===== src/rtl/seg7_scan_ctrl.sv =====
// Memory-mapped, time-multiplexed seven-segment controller: DATA/CTRL registers on the CPU bus,
// digit scanning with enable/DP masks, leading-zero suppression, blanking and 16-level PWM.
module seg7_scan_ctrl #(
    parameter int          NUM_DIGITS = 8,
    parameter int          SCAN_DIV   = 20000,
    parameter logic [31:0] BASE_ADDR  = 32'hFFFFF000
) (
    input  logic                  clk,
    input  logic                  rst,
    input  logic [31:0]           addr,
    input  logic                  we,
    input  logic [31:0]           wdata,
    input  logic                  re,
    output logic [31:0]           rdata,
    output logic [NUM_DIGITS-1:0] dig_en,
    output logic                  DN_A,
    output logic                  DN_B,
    output logic                  DN_C,
    output logic                  DN_D,
    output logic                  DN_E,
    output logic                  DN_F,
    output logic                  DN_G,
    output logic                  DN_DP
);

    localparam int          SEL_W      = (NUM_DIGITS > 1) ? $clog2(NUM_DIGITS) : 1;
    localparam int          CNT_W      = $clog2(SCAN_DIV);
    localparam logic [31:0] CTRL_ADDR  = BASE_ADDR + 32'd4;
    localparam logic [31:0] CTRL_MASK  = 32'h003F_FFFF;
    localparam logic [7:0]  EN_RESET   = 8'((1 << NUM_DIGITS) - 1);
    localparam logic [31:0] CTRL_RESET = {10'd0, 4'hF, 1'b0, 1'b0, 8'h00, EN_RESET};
    localparam logic [31:0] DATA_MASK  = (NUM_DIGITS >= 8) ? 32'hFFFF_FFFF
                                       : 32'((64'd1 << (4 * NUM_DIGITS)) - 64'd1);
    localparam logic [CNT_W-1:0] CNT_LAST = CNT_W'(SCAN_DIV - 1);
    localparam logic [SEL_W-1:0] SEL_LAST = SEL_W'(NUM_DIGITS - 1);

    logic [31:0]           data_reg;
    logic [31:0]           ctrl_reg;
    logic [CNT_W-1:0]      cnt;
    logic [SEL_W-1:0]      sel;
    logic [3:0]            pwm;
    logic [7:0]            seg_q;

    logic [3:0]            nibble;
    logic [7:0]            dp_mask;
    logic [31:0]           upper_digits;
    logic                  suppressed;
    logic                  lit;
    logic [NUM_DIGITS-1:0] dig_next;
    logic [7:0]            seg_next;

    // Active-low {G..A} pattern of a hex digit (bit 7 of the table entries is the unlit DP).
    function automatic logic [6:0] hex_to_seg(input logic [3:0] v);
        logic [7:0] p;
        case (v)
            4'h0: p = 8'hc0;
            4'h1: p = 8'hf9;
            4'h2: p = 8'ha4;
            4'h3: p = 8'hb0;
            4'h4: p = 8'h99;
            4'h5: p = 8'h92;
            4'h6: p = 8'h82;
            4'h7: p = 8'hf8;
            4'h8: p = 8'h80;
            4'h9: p = 8'h90;
            4'hA: p = 8'h88;
            4'hB: p = 8'h83;
            4'hC: p = 8'hc6;
            4'hD: p = 8'ha1;
            4'hE: p = 8'h86;
            default: p = 8'h8e;
        endcase
        return p[6:0];
    endfunction

    // Bus side: reads sample the register before any same-cycle write lands.
    always_ff @(posedge clk) begin
        if (rst) begin
            data_reg <= '0;
            ctrl_reg <= CTRL_RESET;
            rdata    <= '0;
        end else begin
            if (re && addr == BASE_ADDR) begin
                rdata <= data_reg;
            end else if (re && addr == CTRL_ADDR) begin
                rdata <= ctrl_reg;
            end else begin
                rdata <= '0;
            end
            if (we && addr == BASE_ADDR) begin
                data_reg <= wdata;
            end
            if (we && addr == CTRL_ADDR) begin
                ctrl_reg <= wdata & CTRL_MASK;
            end
        end
    end

    always_ff @(posedge clk) begin
        if (rst) begin
            cnt <= '0;
            sel <= '0;
            pwm <= '0;
        end else begin
            pwm <= pwm + 4'd1;
            if (cnt == CNT_LAST) begin
                cnt <= '0;
                sel <= (sel == SEL_LAST) ? '0 : sel + SEL_W'(1);
            end else begin
                cnt <= cnt + CNT_W'(1);
            end
        end
    end

    // A digit is suppressed when it and every higher displayed nibble are zero.
    always_comb begin
        nibble       = data_reg[{sel, 2'b00} +: 4];
        dp_mask      = ctrl_reg[15:8];
        upper_digits = (data_reg & DATA_MASK) >> {sel, 2'b00};
        suppressed   = ctrl_reg[16] && (sel != '0) && (upper_digits == '0);
        lit          = ctrl_reg[sel] && !ctrl_reg[17] && (pwm <= ctrl_reg[21:18]) && !suppressed;
        dig_next     = '1;
        for (int i = 0; i < NUM_DIGITS; i++) begin
            dig_next[i] = !(lit && (sel == SEL_W'(i)));
        end
        seg_next = lit ? {~dp_mask[sel], hex_to_seg(nibble)} : 8'hFF;
    end

    always_ff @(posedge clk) begin
        if (rst) begin
            dig_en <= '1;
            seg_q  <= 8'hFF;
        end else begin
            dig_en <= dig_next;
            seg_q  <= seg_next;
        end
    end

    assign DN_A  = seg_q[0];
    assign DN_B  = seg_q[1];
    assign DN_C  = seg_q[2];
    assign DN_D  = seg_q[3];
    assign DN_E  = seg_q[4];
    assign DN_F  = seg_q[5];
    assign DN_G  = seg_q[6];
    assign DN_DP = seg_q[7];

endmodule


===== config.mk =====
export PLATFORM = sky130hd
export DESIGN_NAME = seg7_scan_ctrl
export DESIGN_NICKNAME = d
export VERILOG_FILES = /design/src/rtl/seg7_scan_ctrl.sv
export SDC_FILE = /design/constraint.sdc
export NUM_CORES = 1
export LEC_CHECK = 0
export ABC_AREA = 1
export CORE_MARGIN = 2
export CORE_UTILIZATION = 42
export CTS_BUF_LIST = sky130_fd_sc_hd__clkbuf_16
export DETAILED_ROUTE_END_ITERATION = 7
export PLACE_DENSITY_LB_ADDON = 0.12
export SETUP_SLACK_MARGIN = 0.2
export SKIP_LAST_GASP = 1
export SYNTH_ARGS = -nofsm -noshare
export SYNTH_HDL_FRONTEND = slang
export SYNTH_SLANG_ARGS = --single-unit

===== constraint.sdc =====
create_clock -name clk -period 2.8 [get_ports clk]
set_input_delay 0.56 -clock clk [delete_from_list [all_inputs] [get_ports clk]]
set_output_delay 0.56 -clock clk [all_outputs]
set_load 0.01 [all_outputs]

After elaboration in Yosys (flattened, before gate mapping)

Memories as Yosys holds them, arrays and structs flattened. A register that Yosys moved wholly into a read port is not among the register bits.
Index checks and enable logic that the tools add are counted.

Add/sub/neg operators: 3
Magnitude comparators: 3
Equality and inequality tests: 10
Shift-type cells: 2
Multiplexer cells: 7
Bitwise operators: 2
Reductions and logical operators: 32

Operators by type and width:

| kind                                                                   | number |
|---|---|
| 32-bit equality test (second input constant)                           | 2 |
| 32-bit zero test                                                       | 1 |
| 32-bit two-way mux                                                     | 1 |
| 32-bit by 6-bit variable part select with 4-bit output                 | 1 |
| 32-bit by 5-bit >> shifter with 32-bit output                          | 1 |
| 22-bit two-way mux                                                     | 1 |
| 1-bit logical AND                                                      | 17 |
| 15-bit by 1-bit adder with 15-bit output (second input constant)       | 1 |
| 15-bit equality test (second input constant)                           | 1 |
| 3-bit equality test (second input constant)                            | 4 |
| 1-bit zero test                                                        | 10 |
| 1-bit binary-select mux with 3-bit select                              | 2 |
| 3-bit by 2-bit equality test with 1-bit output (second input constant) | 2 |
| 3-bit by 6-bit < comparator with 1-bit output (second input constant)  | 1 |
| 4-bit by 1-bit adder with 4-bit output (second input constant)         | 1 |
| 4-bit <= comparator                                                    | 1 |
| 3-bit by 4-bit < comparator with 1-bit output (second input constant)  | 1 |
| 2-bit OR reduction                                                     | 2 |
| 3-bit by 1-bit adder with 3-bit output (second input constant)         | 1 |
| 3-bit by 1-bit equality test with 1-bit output (second input constant) | 1 |
| 3-bit zero test                                                        | 1 |
| 3-bit two-way mux                                                      | 1 |
| 3-bit nonzero test                                                     | 1 |
| 1-bit two-way mux                                                      | 2 |
| 1-bit inverter                                                         | 2 |

Register bits after elaboration: 124
Bits in read-only memories: 112
Bits of input ports: 68
Output and inout port bits: 48
Word-level logic and storage cells: 68
Memories kept: 1

Memory list:

| memory          | words | bits a word | read ports | clocked after memory_dff | write ports | line | RTL |
|---|---|---|---|---|---|---|---|
| (no name shown) | 16    | 7           | 1          | 1                        | 0           | 55   | `case (v)` |

Longest topological paths before layout

Depth in word-level cells: 7
Gate-level depth with buffers: 19
Depth with buffers taken out: 16

Worst setup path before layout

No wires, ideal clock.

Path kind: reg2reg
Start: register sel[0]
End: register dig_en[0]
Library setup time: 0.060 ns
Data arrival time: 2.201 ns
Required time: 2.740 ns
Slack: 0.539 ns
Stages on the path, launching flop included: 20
Path buffers: 4
Clock period less this slack: 2.261 ns
Path through: dfxtp_1 -> buf_6 -> inv_4 -> buf_6 -> buf_6 -> nand2_1 -> nand3_1 -> nand3_1 -> nand2_1 -> inv_1 -> ha_1 -> inv_1 -> nor3_1 -> nand3_1 -> nor2_1 -> nand3_1 -> nor2_2 -> nand2_4 -> buf_6 -> nand3_2

Word-level cells in the longest chain between the ends: 7
Elaborated cells on any way between the ends: 14
Those cells by class: shift (1); mux (2); reduce/logical (11)

Ends and longest elaborated chain:

| item                                                                  | line     | RTL |
|---|---|---|
| start: declaration                                                    | 40       | `logic [SEL_W-1:0] sel;` |
| start signal: assignment                                              | 108      | `sel <= (sel == SEL_LAST) ? '0 : sel + SEL_W'(1);` |
| 32-bit by 5-bit >> shifter with 32-bit output (tied with other cells) | 119      | `upper_digits = (data_reg & DATA_MASK) >> {sel, 2'b00};` |
| 32-bit zero test (tied with other cells)                              | 120      | `suppressed = ctrl_reg[16] && (sel != '0) && (upper_digits == '0);` |
| 1-bit logical AND (on tied branches)                                  | 120, 121 |  |
| 1-bit zero test or 1-bit logical AND (tied branches)                  | 121      | `lit = ctrl_reg[sel] && !ctrl_reg[17] && (pwm <= ctrl_reg[21:18]) && !suppressed;` |
| 1-bit logical AND                                                     | 121      |  |
| 1-bit logical AND *                                                   | 124      | `dig_next[i] = !(lit && (sel == SEL_W'(i)));` |
| 1-bit zero test *                                                     | 124      |  |
| end signal: assignment                                                | 134      | `dig_en <= dig_next;` |
| end: declaration                                                      | 15       | `output logic [NUM_DIGITS-1:0] dig_en,` |

Mark *: on every way between the ends. The rest lies on a longest branch, timed or not. The select of a mux whose other input is x is not followed.
A chain may end at the register's enable or synchronous reset.

Worst setup path after layout

Start: register sel[0]
End: register seg_q[5]

Word-level cells in the longest chain between the ends: 7
Elaborated cells on any way between the ends: 14
Those cells by class: shift (2); mux (2); bitwise (1); reduce/logical (9)

Ends and longest elaborated chain:

| item                                                                  | line     | RTL |
|---|---|---|
| 32-bit by 5-bit >> shifter with 32-bit output (tied with other cells) | 119      |  |
| 32-bit zero test (tied with other cells)                              | 120      |  |
| 1-bit logical AND (on tied branches)                                  | 120, 121 |  |
| 1-bit zero test or 1-bit logical AND (tied branches)                  | 121      |  |
| 1-bit logical AND                                                     | 121      |  |
| 1-bit inverter (no line)                                              | --       |  |
| 2-bit OR reduction (no line)                                          | --       |  |
| end: declaration                                                      | 42       | `logic [7:0] seg_q;` |

Parallel ways exist; a longest one is shown, timed or not. The select of a mux whose other input is x is not followed.

==> flow_results.org <==
** Yosys
- Syn_nets :: 1,052
- The average instance in the mapped netlist occupies ~7 um2.
- The most used flip-flop cell after synthesis is sky130_fd_sc_hd__dfxtp_1.
- The share of the Yosys chip area taken by registers is 0.377.
- Area of the mapped netlist :: 6590 um2
- In this run, distinct cell masters in the synthesized netlist total 42.
- Post-synth EDFFs :: 0
- Synthesis produced 967 cells.
- Flops & latches, synth :: 124
- Of all flip-flops after synthesis, the portion carrying an async set or reset was 0.
- Library cell occupying the most area in the post-synthesis netlist :: sky130_fd_sc_hd__dfxtp_1
- Synth warnings :: 0
- By count the netlist is led by 210 x sky130_fd_sc_hd__nand2_1, 165 x sky130_fd_sc_hd__inv_1, 124 x sky130_fd_sc_hd__dfxtp_1, 102 x sky130_fd_sc_hd__nand3_1, 95 x sky130_fd_sc_hd__nor2_1.
- In the post-synthesis netlist, the cell with the most instances is sky130_fd_sc_hd__nand2_1.
- Largest cells by area after synthesis :: sky130_fd_sc_hd__dfxtp_1 38%, sky130_fd_sc_hd__nand2_1 12%, sky130_fd_sc_hd__inv_1 9.4%, sky130_fd_sc_hd__nand3_1 7.7%, sky130_fd_sc_hd__nand4_1 6.6%
- Of the post-synthesis cell area, the dominant cell type holds 0.377.

** Detailed routing
- Detailed-router iteration count before antenna repair :: 5
- The detailed router placed 6,374 vias in this run.
- For this block, the initial DRC count from the detailed router was 456.
- For this run, design rule violations remaining after detail routing come to 0.
- After detailed routing, the average wire length per cell comes to about 14 um.
- Remaining antenna violation count after routing :: 0
- In the routed layout, each cell is associated on average with a via count of 4.93.
- The final layout contains routed wiring with a total length of 18,200 um.

** Status
- Outcome :: completed

** Critical path
- Arrival time of the worst setup path :: between 2 and 3 ns
- Traced cell by cell, the critical path runs through buf_4 -> nand2_1 -> nand3_1 -> nand3_1 -> nand2_1 -> inv_2 -> ha_1 -> inv_1 -> nor3_1 -> nand3_1 -> nor2_1 -> nand3_1 -> nor2_4 -> nand2_4 -> nand3_2.
- Of all nets on the critical path, the largest fanout is 11.
- Crit start category :: flop
- Data required time at the worst endpoint :: 3.16 ns
- Start-to-end type of the worst setup path :: flop to flop
- The slowest stage of the critical path is the sky130_fd_sc_hd__dfxtp_4 cell.
- The most numerous cell type found on the critical path is sky130_fd_sc_hd__nand3_1.
- Largest stage delay on the critical path :: 0.38 ns
- The worst setup path is captured at a flop.

** CTS
- CTS built an H-tree with a depth of 4.
- Counting the buffers created by CTS gives 17.
- Counting every sink on the clock net gives 124.
- The clock reaches the later pin of the worst-skew pair after around 0.42 ns.
- The clock passes through at most 2 buffers.
- Clock-pin slew was measured on the worst setup and hold paths at 0.06 ns.
- TritonCTS built the clock tree.
- Root Buffer Master :: sky130_fd_sc_hd__clkbuf_16

** Die
- Std cell rows :: 45
- The core region is 15,300 um2.
- Die outline height :: between 100 and 150 um
- The floorplan step defined a die boundary enclosing 16,700 um2.
- For this configuration, the core starts out at a cell density of 0.432.
- 116 I/O pins were placed.
- The die is approximately 130 um wide.

** Finish
- In the final layout, the share of cells above drive strength 1 is 0.0886.
- Total inserted antenna cells :: 0
- Finished Core Util :: 0.554
- Final design instance area without fill :: around 8500 um2
- Final-stage net count :: 1,157
- Once layout is complete, the cells apart from fillers number 1,294.
- Area Overhead vs Synth :: 28.3%

** STA
- Post-route minimum period :: 2.27 ns
- Worst max-slew margin expressed relative to the limit :: 0.638
- Accumulated negative setup slack :: 0 ns
- For the pin with the worst max-slew slack, the measured transition is between 0.5 and 0.6 ns.
- Hold timing on the final database bottoms out at a slack of 0.454 ns.
- RSZ-0062 raised after global routing :: no
- Fin. max-slew vios :: 0
- In the finished design, the share of the clock period the worst path needs comes to 0.811.
- For this run, the top clock speed supported by timing is approximately 440 MHz.
- For the final database, setup skew stands at 0.00558 ns.
- Number of failing hold endpoints at the final stage :: 0
- Setup violations remaining at the end of the flow were counted as 0.

** Power
- Switching power :: slightly below 0.9 mW
- The internal power of the cells totals between 3 and 4 mW.
- Dividing total power by cell area gives a power density of 479 nW/um2.
- Of the total power, combinational logic draws 0.056.
- Clock network fraction of total power :: 0.502
- Flop pwr share :: 0.441
- Of the total power, the share spent switching nets is 0.217.
- Leakage power :: 3.83 nW
- Largest voltage drop on the vdd net :: 0.382 mV

** Placement
- The count of buffers added on input and output ports is 115.
- Total half-perimeter wirelength after legalization and detailed placement :: 13,000 um
- The number of placed instances, taps included, is 1,263.
- GP Congestion :: 0.883
- Cell Area, Placed :: between 7000 and 8000 um2

** GRT
- Sum of overflow across all layers after global routing :: 0
- The via count of the first global-routing pass is just over 6,000.
- Antenna violations before repair :: 0
- Overall global routing resource usage :: 0.227
- Largest net degree at the start of global routing :: between 50 and 60
- Wire length of the first global-routing pass :: around 30,000 um

** Hold path
- Path class of the lowest-slack min-delay path :: flop to flop

** Run
- Across the run, the number of max-cap violations was 0.
-- worst max-delay path: cells and delay by family, from the launching register on --
family / cells / cell delay [ns]
simple gates: 11 / 1.29
flops: 1 / 0.38
buf+inv: 3 / 0.38
fa+ha+maj: 1 / 0.17
-- final timing paths --
check,startpoint,to,slack (ns),depth (start not counted)
worst max-delay path,sel[0],seg_q[5],0.53,15
worst min-delay path,ctrl_reg[1],ctrl_reg[1],0.45,2
worst max register to register,sel[0],seg_q[5],0.53,15
worst min register to register,ctrl_reg[1],ctrl_reg[1],0.45,2
-- metrics by stage --
stage,setup slack [ns],power (mW)
floorplan,0.539,1.91
global placement,0.334,2.05
detailed placement,0.282,2.05
CTS,0.330,4.08
global route,0.226,4.19
finish,0.529,4.05
-- cell usage in the layout, fill, tap and decap left out, types with 2 or more instances in the layout --
| cell | count |
|---|---|
| sky130_fd_sc_hd__nand2_1 | 210 |
| sky130_fd_sc_hd__inv_1 | 165 |
| sky130_fd_sc_hd__dfxtp_1 | 122 |
| sky130_fd_sc_hd__clkdlybuf4s50_1 | 114 |
| sky130_fd_sc_hd__nand3_1 | 102 |
| sky130_fd_sc_hd__nor2_1 | 95 |
| sky130_fd_sc_hd__nand4_1 | 69 |
| sky130_fd_sc_hd__o21ai_0 | 23 |
| sky130_fd_sc_hd__buf_4 | 23 |
| sky130_fd_sc_hd__a21oi_1 | 18 |
| sky130_fd_sc_hd__ha_1 | 17 |
| sky130_fd_sc_hd__clkbuf_16 | 17 |
| sky130_fd_sc_hd__o21ai_1 | 16 |
| sky130_fd_sc_hd__nor3_1 | 14 |
| sky130_fd_sc_hd__nand3_2 | 12 |
| sky130_fd_sc_hd__nand2_2 | 8 |
| sky130_fd_sc_hd__clkinv_1 | 5 |
| sky130_fd_sc_hd__o21ai_2 | 4 |
| sky130_fd_sc_hd__or2_2 | 4 |
| sky130_fd_sc_hd__o211ai_1 | 4 |
| sky130_fd_sc_hd__clkinv_2 | 4 |
| sky130_fd_sc_hd__nor3_2 | 3 |
| sky130_fd_sc_hd__inv_2 | 2 |
| sky130_fd_sc_hd__nor4_4 | 2 |
| sky130_fd_sc_hd__nor4_1 | 2 |
| sky130_fd_sc_hd__or2_1 | 2 |
| sky130_fd_sc_hd__nor2_2 | 2 |
| sky130_fd_sc_hd__nand2_4 | 2 |
| sky130_fd_sc_hd__bufinv_16 | 2 |
| sky130_fd_sc_hd__buf_12 | 2 |
-- power by group through the flow --
stage / Sequential, mW / Combinational (mW) / Clock, mW
floorplan: 1.83 / 0.0847 / 0
global placement: 1.82 / 0.226 / 0
detailed placement: 1.82 / 0.227 / 0
CTS: 1.79 / 0.228 / 2.06
global route: 1.79 / 0.249 / 2.15
finish: 1.79 / 0.228 / 2.03
-- cells by family after synthesis --
kind of cell,count (synthesis),share of synthesized area
xor gates and xnor gates,2,0.00266
buffers and inverters,222,0.145
and+or+nand+nor,532,0.384
AOI/OAI and AO/OA,70,0.0591
adders and majority gates,17,0.0323
DFF,124,0.377
-- routing by layer --
metal	up-vias	share of wire	GRT usage
met5	-	0	0
met4	0	0.022	0.0876
met3	29	0.049	0.0438
met2	179	0.45	0.371
met1	2869	0.48	0.298
li1	3297	-	-
-- layout make-up --
cell class / instances / area (um2)
Fill cell: 1509 / 6810
Multi-Input combinational cell: 622 / 3170
Sequential cell: 124 / 2490
Timing Repair Buffer: 140 / 1360
Inverter: 167 / 632
Clock buffer: 17 / 425
Tap cell: 211 / 264
Clock inverter: 13 / 110
-- repair_timing --
action                                  4_1_cts  5_1_grt
endpoints found under the setup margin        0       16
buffers inserted                              0        0
hold buffers                                  0        0
resized for setup                             0        7
Note: power is estimated with default switching activity, not from simulation.
